--- src/rtl/fixed_bytes_receiver.sv ---
// rtl/fixed_bytes_receiver.sv - collects L bytes of a stream into one wide word
// The completing byte is never stored; it is taken live from data into result[B-1:0].
module fixed_bytes_receiver #(
    parameter int L = 3,
    parameter int B = 8
) (
    input  logic           clock,
    input  logic           reset,
    input  logic           start,
    input  logic           load,
    input  logic [B-1:0]   data,
    output logic           resolve,
    output logic [L*B-1:0] result
);

    localparam int CW = (L > 1) ? $clog2(L) : 1;

    logic [CW-1:0] cnt;
    logic          accept;

    assign accept = load & ~start & ~reset;

    generate
        if (L == 1) begin : g_single
            assign cnt     = '0;
            assign resolve = accept;
            assign result  = data;
        end else begin : g_multi
            localparam logic [CW-1:0] LAST = CW'(L - 1);

            logic [B-1:0] byte_buf [L-1];

            always_ff @(posedge clock or posedge reset) begin
                if (reset) begin
                    cnt <= '0;
                    for (int i = 0; i < L - 1; i++) begin
                        byte_buf[i] <= '0;
                    end
                end else if (start) begin
                    cnt <= '0;
                end else if (load) begin
                    if (cnt == LAST) begin
                        cnt <= '0;
                    end else begin
                        // Decoded write keeps the select within the buffer's own index range
                        for (int i = 0; i < L - 1; i++) begin
                            if (cnt == CW'(i)) begin
                                byte_buf[i] <= data;
                            end
                        end
                        cnt <= cnt + 1'b1;
                    end
                end
            end

            assign resolve = accept & (cnt == LAST);

            always_comb begin
                result = '0;
                for (int i = 0; i < L - 1; i++) begin
                    result[(L-1-i)*B +: B] = byte_buf[i];
                end
                result[B-1:0] = data;
            end
        end
    endgenerate

endmodule

--- config.mk ---
export PLATFORM = sky130hd
export DESIGN_NAME = fixed_bytes_receiver
export DESIGN_NICKNAME = d
export VERILOG_FILES = /design/src/rtl/fixed_bytes_receiver.sv
export SDC_FILE = /design/constraint.sdc
export NUM_CORES = 1
export LEC_CHECK = 0
export CAP_MARGIN = 20
export CORE_MARGIN = 1
export CORE_UTILIZATION = 35
export DETAILED_ROUTE_END_ITERATION = 8
export PLACE_DENSITY = 0.73
export SYNTH_ARGS = -nofsm -noshare
export SYNTH_HDL_FRONTEND = slang
export SYNTH_SLANG_ARGS = --single-unit
--- constraint.sdc ---
create_clock -name clock -period 1.41 [get_ports clock]
set_input_delay 0.141 -clock clock [delete_from_list [all_inputs] [get_ports clock]]
set_output_delay 0.141 -clock clock [all_outputs]
set_load 0.02 [all_outputs]
==> results.py, run 1 <==
metrics = {
    "synth": {
        "yosys.area_share.adder_pct": 0,
        "synthXorXnorAreaFrac_pct": 0,
        "synth_top_family_by_area": "multiplexers",
        "ys_seq_area_share_pct": 57.3,
        "avgSynthCellArea_um2": 14.6,
        "synth-simple-area-share_pct": 9.71,
        "synth-compound-area-share_pct": 1.27,
        "synth_nets": 66,
        "muxShareOfSynthArea_pct": 22.9,
        "synth.distinct_cells": 14,
        "synthCells": 54,
        "ys_seq_elements": 18,
        "synth.cell_area_um2": 786,
        "ys_warn_count": 0,
    },
    "floorplanning": {
        "die_w_um": 49.4,
        "coreArea_um2": 2040,
        "fp.dieH_um": 49.4,
        "rows": 16,
        "die_area_um2": 2440,
        "io_pins": 37,
        "start_util_pct": 38.5,
    },
    "final_layout": {
        "utilization_pct": 62.4,
        "finalInstanceArea_um2": 1270,
        "seq_area_um2": 453,
        "final_cells": 120,
        "n_antenna_cell": 0,
        "nFillCells": 161,
        "multi_input_area_um2": 289,
        "final_layout_size_suffix_gt1_share_pct": 36.6,
        "area_growth_pct": 62.3,
        "nNetsFinal": 107,
    },
    "worst_setup_path": {
        "reg2regPathDepth": 3,
        "critPathLaunchType": "input pin",
        "end_kind": "output port",
        "worstSetupEndpoint": "result[7]",
        "worstPathRequired_ps": 1270,
        "startpoint": "data[7]",
        "crit_top_cell": "clkdlybuf4s50_1",
        "slowest_stage": "clkdlybuf4s50_1",
        "rr_endpoint": "result[17]",
        "crit_arrival_ps": 1260,
        "path_delay_family": "buffers and inverters",
        "worstPathCellList": "clkdlybuf4s50_1 > clkdlybuf4s50_1",
        "r2r_slack_ps": 60,
        "worstSetupPathDepth": 2,
        "r2r_start": "cnt[1]",
        "max_stage_delay_ps": 610,
        "path_class": "in -> out",
        "crit_buf_inv": 2,
        "crit_fanout": 3,
    },
    "sta": {
        "final_max_slew_viol_count": 0,
        "hold_slack_ps": 220,
        "relSlewSlack_pct": 82.7,
        "hold_violations": 0,
        "period_needed_ps": 1400,
        "worst_slack_ps": 12.5,
        "fin_skew_ps": 4.12,
        "fmax_mhz": 716,
        "worst_slew_pin_slew_ps": 258,
        "setup_viol": 0,
        "timing.final.crit_share_pct": 99.1,
    },
    "grt": {
        "grt_pass1_vias": 587,
        "grt_pass1_wl_um": 2750,
        "grt_max_degree": 19,
        "antenna_found_initial": 0,
        "grt-ovfl-total": 0,
        "grt_usage_pct": 15.1,
    },
    "placement": {
        "placed_area_um2": 1180,
        "dp.cells": 117,
        "io_buffers": 36,
        "place.gp.congestion": 0.676,
        "dp_worst_setup_slack_ps": -285,
        "hpwl_um": 1250,
    },
    "routing": {
        "drtIter0Drc": 4,
        "firstDrtPassIters": 2,
        "ant_nets": 0,
        "wire_per_inst_um": 15.0,
        "vias": 576,
        "wl_um": 1800,
        "via_per_inst": 4.80,
        "drc_errors": 0,
    },
    "clock_network": {
        "path_clk_slew_ps": 90,
        "cts_root_buf": "clkbuf_4",
        "cts.path.max_buffers": 2,
        "htree_levels": 1,
        "cts_sinks": 18,
        "cts.hold.buffers_added": 0,
        "clk_latency_ps": 280,
        "cts_setup_buffers": 0,
        "cts_tree": "built",
        "numCtsBuffers": 3,
    },
    "min_path": {
        "hp-class": "in -> reg",
    },
    "power": {
        "power_density_nw_per_um2": 1240,
        "max-vdd-ir-drop_v": 0.000647,
        "p_leak_nw": 0.719,
    },
    "run_status": {
        "status": "finished, final reports clean",
    },
    "flow_run": {
        "maxCapViolations": 0,
    },
}
## per-layer routing
metal / track usage [%] / up-vias / share of wire [%]
li1: - / 260 / -
met4: 7.14 / 0 / 1.6
met5: 0 / - / 0
met1: 17.6 / 292 / 39
met2: 26.3 / 20 / 54
met3: 3.12 / 4 / 4.6
## logic make-up after synthesis
family / count (synthesis)
DFF: 18
muxes: 16
buffers and inverters: 10
and+or+nand+nor: 8
AOI/OAI and AO/OA: 2
## cells in the final DEF (no fill, tap or decap)
master and count:
dlymetal6s2s_1 20, clkdlybuf4s50_1 15, dfrtp_2 2, mux2_2 11, dfrtp_1 16, buf_4 9, nand2b_1 1, inv_1 1
or3b_2 1, buf_2 1, or2b_1 1, and4bb_4 1, nand2_1 1, mux2_4 5, nor4_1 1, nand3b_1 1
clkbuf_4 3, nor4b_4 1, a21oi_1 2
## timing repair
| item | 4_1_cts | 5_1_grt |
|---|---|---|
| gates resized for setup | 5 | 28 |
| endpoints found under the setup margin | 1 | 35 |
| pin swaps | 0 | 1 |
## cell usage after synthesis
cell	count	area share, %
nor4b_4	1	3.0
buf_4	8	7.6
buf_2	1	0.64
or3b_2	1	1.1
inv_1	1	0.48
nand3b_1	1	0.96
mux2_2	16	23
and4bb_2	1	1.6
nand2b_1	1	0.80
dfrtp_1	18	57
nand2_1	1	0.48
a21oi_1	2	1.3
nor4_1	1	0.80
or2b_1	1	0.96
## worst min-delay path by stage
stage,start,end,slack [ps],cells past startpoint
2_1_floorplan,reset,cnt[0],80,1
3_3_place_gp,result[12],result[12],490,1
3_5_place_dp,result[8],result[8],490,1
4_1_cts,reset,result[15],230,3
5_1_grt,start,cnt[0],210,3
6_report,start,cnt[0],220,3
## sequential cells by signal, summed over array words and instances (netlist names)
name,flops
result,16
cnt,2
## power breakdown
part,internal (mW),switching (mW)
Clock,0.0991,0.140
Combinational,0.351,0.289
Sequential,0.636,0.0624
## stage by stage
step / total power, mW / setup TNS, ps
2_1_floorplan: 1.02 / 0
5_1_grt: 1.67 / -48.5
3_5_place_dp: 1.35 / -3580
4_1_cts: 1.59 / 0
3_3_place_gp: 1.34 / -3550
6_report: 1.58 / 0
## layout make-up
type,count,share of cell area [%]
Tap cell,27,2.65
Multi-Input combinational cell,26,22.7
Timing Repair Buffer,45,37.1
Clock buffer,3,1.77
Inverter,1,0.294
Sequential cell,18,35.5
(Power assumes the default switching activity.)
==> inputs of run 2 (changes only) <==
- CTS_CLUSTER_DIAMETER: not set -> 150
==> results of run 2 <==
The final DEF is identical to that of run 1; final timing and power are the same.
